File: config.mk
export PLATFORM = sky130hd
export DESIGN_NAME = mem_port_arbiter
export DESIGN_NICKNAME = d
export VERILOG_FILES = /design/src/rtl/mem_port_arbiter_pkg.sv /design/src/rtl/mem_port_arbiter_cmd_reg.sv /design/src/rtl/mem_port_arbiter.sv
export SDC_FILE = /design/constraint.sdc
export NUM_CORES = 1
export LEC_CHECK = 0
export BUFFER_PORTS_ARGS = -buffer_cell sky130_fd_sc_hd__buf_4
export CAP_MARGIN = 20
export CORE_ASPECT_RATIO = 0.75
export CORE_MARGIN = 3
export CORE_UTILIZATION = 30
export CTS_CLUSTER_DIAMETER = 50
export CTS_CLUSTER_SIZE = 40
export DETAILED_ROUTE_END_ITERATION = 10
export PLACE_DENSITY = 0.68
export SYNTH_ARGS = -nofsm -noshare
export SYNTH_HDL_FRONTEND = slang
export SYNTH_SLANG_ARGS = --single-unit
File: constraint.sdc
create_clock -name clk -period 4 [get_ports clk]
set_clock_uncertainty 0.05 [all_clocks]
set_input_delay 0.8 -clock clk [delete_from_list [all_inputs] [get_ports clk]]
set_output_delay 0.8 -clock clk [all_outputs]
set_load 0.005 [all_outputs]
File: src/rtl/mem_port_arbiter_pkg.sv
// Shared types for the memory port arbiter: FSM state encoding and the latched command.
// Widths here fix the command register layout used by mem_port_arbiter.
package mem_port_arbiter_pkg;

    localparam int ARB_ADDR_W = 32;
    localparam int ARB_DATA_W = 32;
    localparam int ARB_BE_W   = ARB_DATA_W / 8;

    typedef enum logic [1:0] {
        IDLE     = 2'd0,
        SERVE_I  = 2'd1,
        SERVE_D  = 2'd2,
        COOLDOWN = 2'd3
    } arb_state_t;

    typedef struct packed {
        logic [ARB_ADDR_W-1:0] addr;
        logic                  read;
        logic                  write;
        logic [ARB_BE_W-1:0]   byte_en;
        logic [ARB_DATA_W-1:0] wdata;
    } arb_cmd_t;

    function automatic logic is_serving(arb_state_t s);
        return (s == SERVE_I) || (s == SERVE_D);
    endfunction

endpackage

File: src/rtl/mem_port_arbiter_cmd_reg.sv
// Command register: captures the winning requester's command at grant and holds it
// for the whole downstream transaction.
module mem_port_arbiter_cmd_reg
    import mem_port_arbiter_pkg::*;
(
    input  logic     clk,
    input  logic     rst,
    input  logic     i_load,
    input  arb_cmd_t i_cmd,
    output arb_cmd_t o_cmd
);

    arb_cmd_t r_cmd;

    always_ff @(posedge clk or posedge rst) begin
        if (rst) begin
            r_cmd <= '0;
        end else if (i_load) begin
            r_cmd <= i_cmd;
        end
    end

    assign o_cmd = r_cmd;

endmodule

File: src/rtl/mem_port_arbiter.sv
// Shares one downstream memory port between instruction fetch and data access.
// Optional ARB_ROUND_ROBIN_EN: last-winner fairness instead of fixed data priority.
//
// state    | meaning
// IDLE     | arbitrate; latch the winner's command on grant
// SERVE_I  | fetch command on the port, waiting for mem_resp
// SERVE_D  | data command on the port, waiting for mem_resp
// COOLDOWN | one quiet cycle so the served requester can drop its request
module mem_port_arbiter
    import mem_port_arbiter_pkg::*;
#(
    parameter int ADDR_WIDTH = ARB_ADDR_W,
    parameter int DATA_WIDTH = ARB_DATA_W
) (
    input  logic                    clk,
    input  logic                    rst,
    input  logic [ADDR_WIDTH-1:0]   imem_address,
    input  logic                    imem_read,
    output logic [DATA_WIDTH-1:0]   imem_rdata,
    output logic                    imem_resp,
    input  logic [ADDR_WIDTH-1:0]   dmem_address,
    input  logic                    dmem_read,
    input  logic                    dmem_write,
    input  logic [DATA_WIDTH/8-1:0] dmem_byte_enable,
    input  logic [DATA_WIDTH-1:0]   dmem_wdata,
    output logic [DATA_WIDTH-1:0]   dmem_rdata,
    output logic                    dmem_resp,
    output logic [ADDR_WIDTH-1:0]   mem_address,
    output logic                    mem_read,
    output logic                    mem_write,
    output logic [DATA_WIDTH/8-1:0] mem_byte_enable,
    output logic [DATA_WIDTH-1:0]   mem_wdata,
    input  logic [DATA_WIDTH-1:0]   mem_rdata,
    input  logic                    mem_resp,
    output logic                    grant_d
);

    arb_state_t r_state;
    arb_state_t w_state_nxt;
    arb_cmd_t   w_cmd_nxt;
    arb_cmd_t   w_cmd;
    logic       w_d_req;
    logic       w_pick_d;
    logic       w_load;
    logic       w_serving;

    assign w_d_req = dmem_read | dmem_write;

`ifdef ARB_ROUND_ROBIN_EN
    // Cleared to the instruction side, so the first contested grant goes to data.
    logic r_last_d;

    always_ff @(posedge clk or posedge rst) begin
        if (rst) begin
            r_last_d <= 1'b0;
        end else if (w_load) begin
            r_last_d <= w_pick_d;
        end
    end

    assign w_pick_d = w_d_req & (~imem_read | ~r_last_d);
`else
    assign w_pick_d = w_d_req;
`endif

    always_ff @(posedge clk or posedge rst) begin
        if (rst) begin
            r_state <= IDLE;
        end else begin
            r_state <= w_state_nxt;
        end
    end

    always_comb begin
        w_state_nxt = r_state;
        w_load      = 1'b0;
        unique case (r_state)
            IDLE: begin
                if (w_d_req) begin
                    w_load      = 1'b1;
                    w_state_nxt = w_pick_d ? SERVE_D : SERVE_I;
                end else if (imem_read) begin
                    w_load      = 1'b1;
                    w_state_nxt = SERVE_I;
                end
            end
            SERVE_I, SERVE_D: begin
                if (mem_resp) begin
                    w_state_nxt = COOLDOWN;
                end
            end
            COOLDOWN: begin
                w_state_nxt = IDLE;
            end
            default: begin
                w_state_nxt = IDLE;
            end
        endcase
    end

    // A simultaneous read+write from the data port is resolved as a write.
    always_comb begin
        w_cmd_nxt = '0;
        if (w_pick_d) begin
            w_cmd_nxt.addr    = dmem_address;
            w_cmd_nxt.read    = dmem_read & ~dmem_write;
            w_cmd_nxt.write   = dmem_write;
            w_cmd_nxt.byte_en = dmem_byte_enable;
            w_cmd_nxt.wdata   = dmem_wdata;
        end else begin
            w_cmd_nxt.addr    = imem_address;
            w_cmd_nxt.read    = 1'b1;
            w_cmd_nxt.byte_en = '1;
        end
    end

    mem_port_arbiter_cmd_reg u_cmd_reg (
        .clk    (clk),
        .rst    (rst),
        .i_load (w_load),
        .i_cmd  (w_cmd_nxt),
        .o_cmd  (w_cmd)
    );

    assign w_serving       = is_serving(r_state);
    assign mem_address     = w_cmd.addr;
    assign mem_read        = w_serving & w_cmd.read;
    assign mem_write       = w_serving & w_cmd.write;
    assign mem_byte_enable = w_cmd.byte_en;
    assign mem_wdata       = w_cmd.wdata;

    assign grant_d    = (r_state == SERVE_D);
    assign imem_resp  = (r_state == SERVE_I) & mem_resp;
    assign dmem_resp  = (r_state == SERVE_D) & mem_resp;
    assign imem_rdata = imem_resp ? mem_rdata : '0;
    assign dmem_rdata = dmem_resp ? mem_rdata : '0;

`ifndef SYNTHESIS
    a_no_read_and_write: assert property (@(posedge clk) disable iff (rst)
        (r_state == IDLE && w_load && w_pick_d) |-> !(dmem_read && dmem_write))
        else $error("dmem_read and dmem_write both asserted at grant");
`endif

endmodule
==> metrics.txt <==
status=finished, final reports clean; Die Wd=139 um; slowest stage delay, CP=830 ps; layout cell share with drive strength beyond 1=50.6%; Final Slew Violations=0; Die ar.=14,800 sq um; die height=106 um; vias in the first global route=3,680; vias per cell=~4.6; Layout Utilization=47.0%; H-tree Lvls=3; Num CTS Buffers=9; Hold-fix buffers, CTS=0; worst reg2reg path startpoint=r_state[0]; Root Driver=clkbuf_16; first-pass GRT wire length=between 15 and 20 mm; setup TNS=0 ps; post-CTS sizing=0; Placement Rows=35; IO Pins=275; I/O Buffers=274; Post-Syn Instances=397; Final period util=73.4%; final number of setup-violating endpoints=0; EDFF count, synth=0; endpoints failing hold=0; fin crit period=2940 ps; sequential area share after synthesis=45.0%; WHS Path Cells=2; async set-reset flop share out of synthesis=100%; wire length per cell=16.0 um; Leak=3.29 nW; total grt overflow=0; WP depth=4; family with the most delay on the worst path=adder cells; top-area cell type share of the netlist area=approximately 45%; critical path data arrival time=between 2000 and 2500 ps; crit path cell chain=inv_1 -> ha_1 -> and3_1 -> buf_4; Routed WL=around 12 mm; Max Freq=340 MHz; dominant cells by area after synthesis=dfrtp_1 45%, buf_4 13%, and3_1 10%, mux2i_1 8.5%, a22o_1 7.0%; mean post-synth cell area=10.1 sq um; Max-slew headroom=between 30% and 40%; worst path required time=3150 ps; Post-synth top cells=72 x buf_4, 72 x dfrtp_1, 64 x and3_1; RSZ-0062 raised after global routing=no; CTS tree=done; crit end category=primary output; CTS clock-pin slew for the worst setup and hold paths=~60 ps; Area Growth Syn to Fin=48.6%; largest net degree at the start of global routing=68; Cell Area, Synth=4010 sq um; core region area=between 10,000 and 15,000 sq um; Mapped Nets=540; Pwr Density=640 nW/um^2; Setup crit start=r_state[0]; Min-Delay Path Class=reg -> reg; initial core utilization=31.7%; # diodes=0; Setup Buffers After CTS=0; Critical path buffers and inverters=2; initial antenna violation count=0; # DRC=0; CP max FO=33; hold path start=u_cmd_reg.o_cmd[36]; Starting DRT DRC Count=between 150 and 200; largest buffer count on any clock path=2; synth unique cells=23; via count=3,518; Yosys reg bits=72; Max Cap Violations=0; Warnings, synthesis=0; drt pass-1 iters=4; DP Wirelength=9.33 mm; Tot GR Track Use=15.7%; Worst path slowest cell=ha_1; Final ANT Viol Nets=0; GP Congestion=0.859; Clock Sinks=72; critical path class=reg -> out; Most used DFF post-synth=dfrtp_1; Final nets=731; worst r2r path cells=5; maximum vdd ir drop=0.000300 V; Setup crit start kind=flop; worst slew pin tran=976 ps; worst skew pair latency=between 300 and 400 ps; area leader, netlist=dfrtp_1
state kept, by name, summed over array words and instances (netlist names):
name / cells
u_cmd_reg.o_cmd: 70
r_state: 2
path summary, 6_finish.rpt:
| check | endpoint | slack, ps |
|---|---|---|
| min in group asynchronous | u_cmd_reg.o_cmd[19] | 480 |
| min reg2reg | u_cmd_reg.o_cmd[36] | 430 |
| max reg2reg | u_cmd_reg.o_cmd[24] | 2260 |
| max in group asynchronous | u_cmd_reg.o_cmd[59] | 2410 |
| min | u_cmd_reg.o_cmd[36] | 430 |
| max | dmem_rdata[31] | 1060 |
final cells by class:
type	instances	area [sq um]
fillers	1207	6700
repair buffers	279	2090
flip-flops and latches	72	1800
multi-input cells	223	1530
clock buffers	9	225
well taps	166	208
clock inverters	7	78.8
inverters	3	11.3
kinds of logic after synthesis:
kind of cell | share of synthesized area, %
AO/OA/AOI/OAI | 12.9
adder cells (fa/ha/maj) | 1.56
buffers and inverters | 16.8
flip-flops | 45.0
multiplexers | 8.78
AND/OR/NAND/NOR | 15.0
routing by layer:
| layer | wire length, um | track usage, % | part of all wire, % |
|---|---|---|---|
| met1 | 4870 | 18.6 | 40 |
| met2 | 6060 | 26.7 | 50 |
| met3 | 1110 | 6.47 | 9.1 |
| met4 | 134 | 3.91 | 1.1 |
| met5 | 0 | 0 | 0 |
where the power goes:
part	total (W)	leakage [nW]	internal [W]	switching, W
clock network	0.000810	0.150	0.000489	0.000321
registers	0.00126	0.892	0.00107	0.000187
logic	0.00174	2.25	0.000966	0.000774
placed cells by master (no fill, tap or decap), drive strengths merged:
master / instances
nor2: 2
and3: 64
o22a: 4
nor3: 1
a22o: 32
bufinv: 1
mux2: 1
nor2b: 3
clkbuf: 9
and2: 4
ha: 5
a21oi: 2
clkinv: 4
dfrtp: 72
mux2i: 34
inv: 5
o31ai: 1
o21ai: 34
nand2: 36
buf: 279
worst register-to-register path, stage by stage, from the launching register on:
cell and delay [ps]:
dfrtp_1 380, inv_1 150, ha_1 320, o31ai_4 110, buf_4 280, a22o_1 330
per-stage QoR:
stage | hold slack (ps) | setup WS (ps) | std cells | total power (W) | instance area [sq um]
floorplan | 388 | 1330 | 397 | 0.00249 | 4010
global placement | 412 | 1620 | 743 | 0.00298 | 5650
detailed placement | 414 | 1470 | 743 | 0.00304 | 5650
CTS | 429 | 1090 | 759 | 0.00387 | 5950
global route | 454 | 881 | 759 | 0.00412 | 5950
finish | 428 | 1060 | 759 | 0.00381 | 5950
Power figures use the tool's default switching activity.
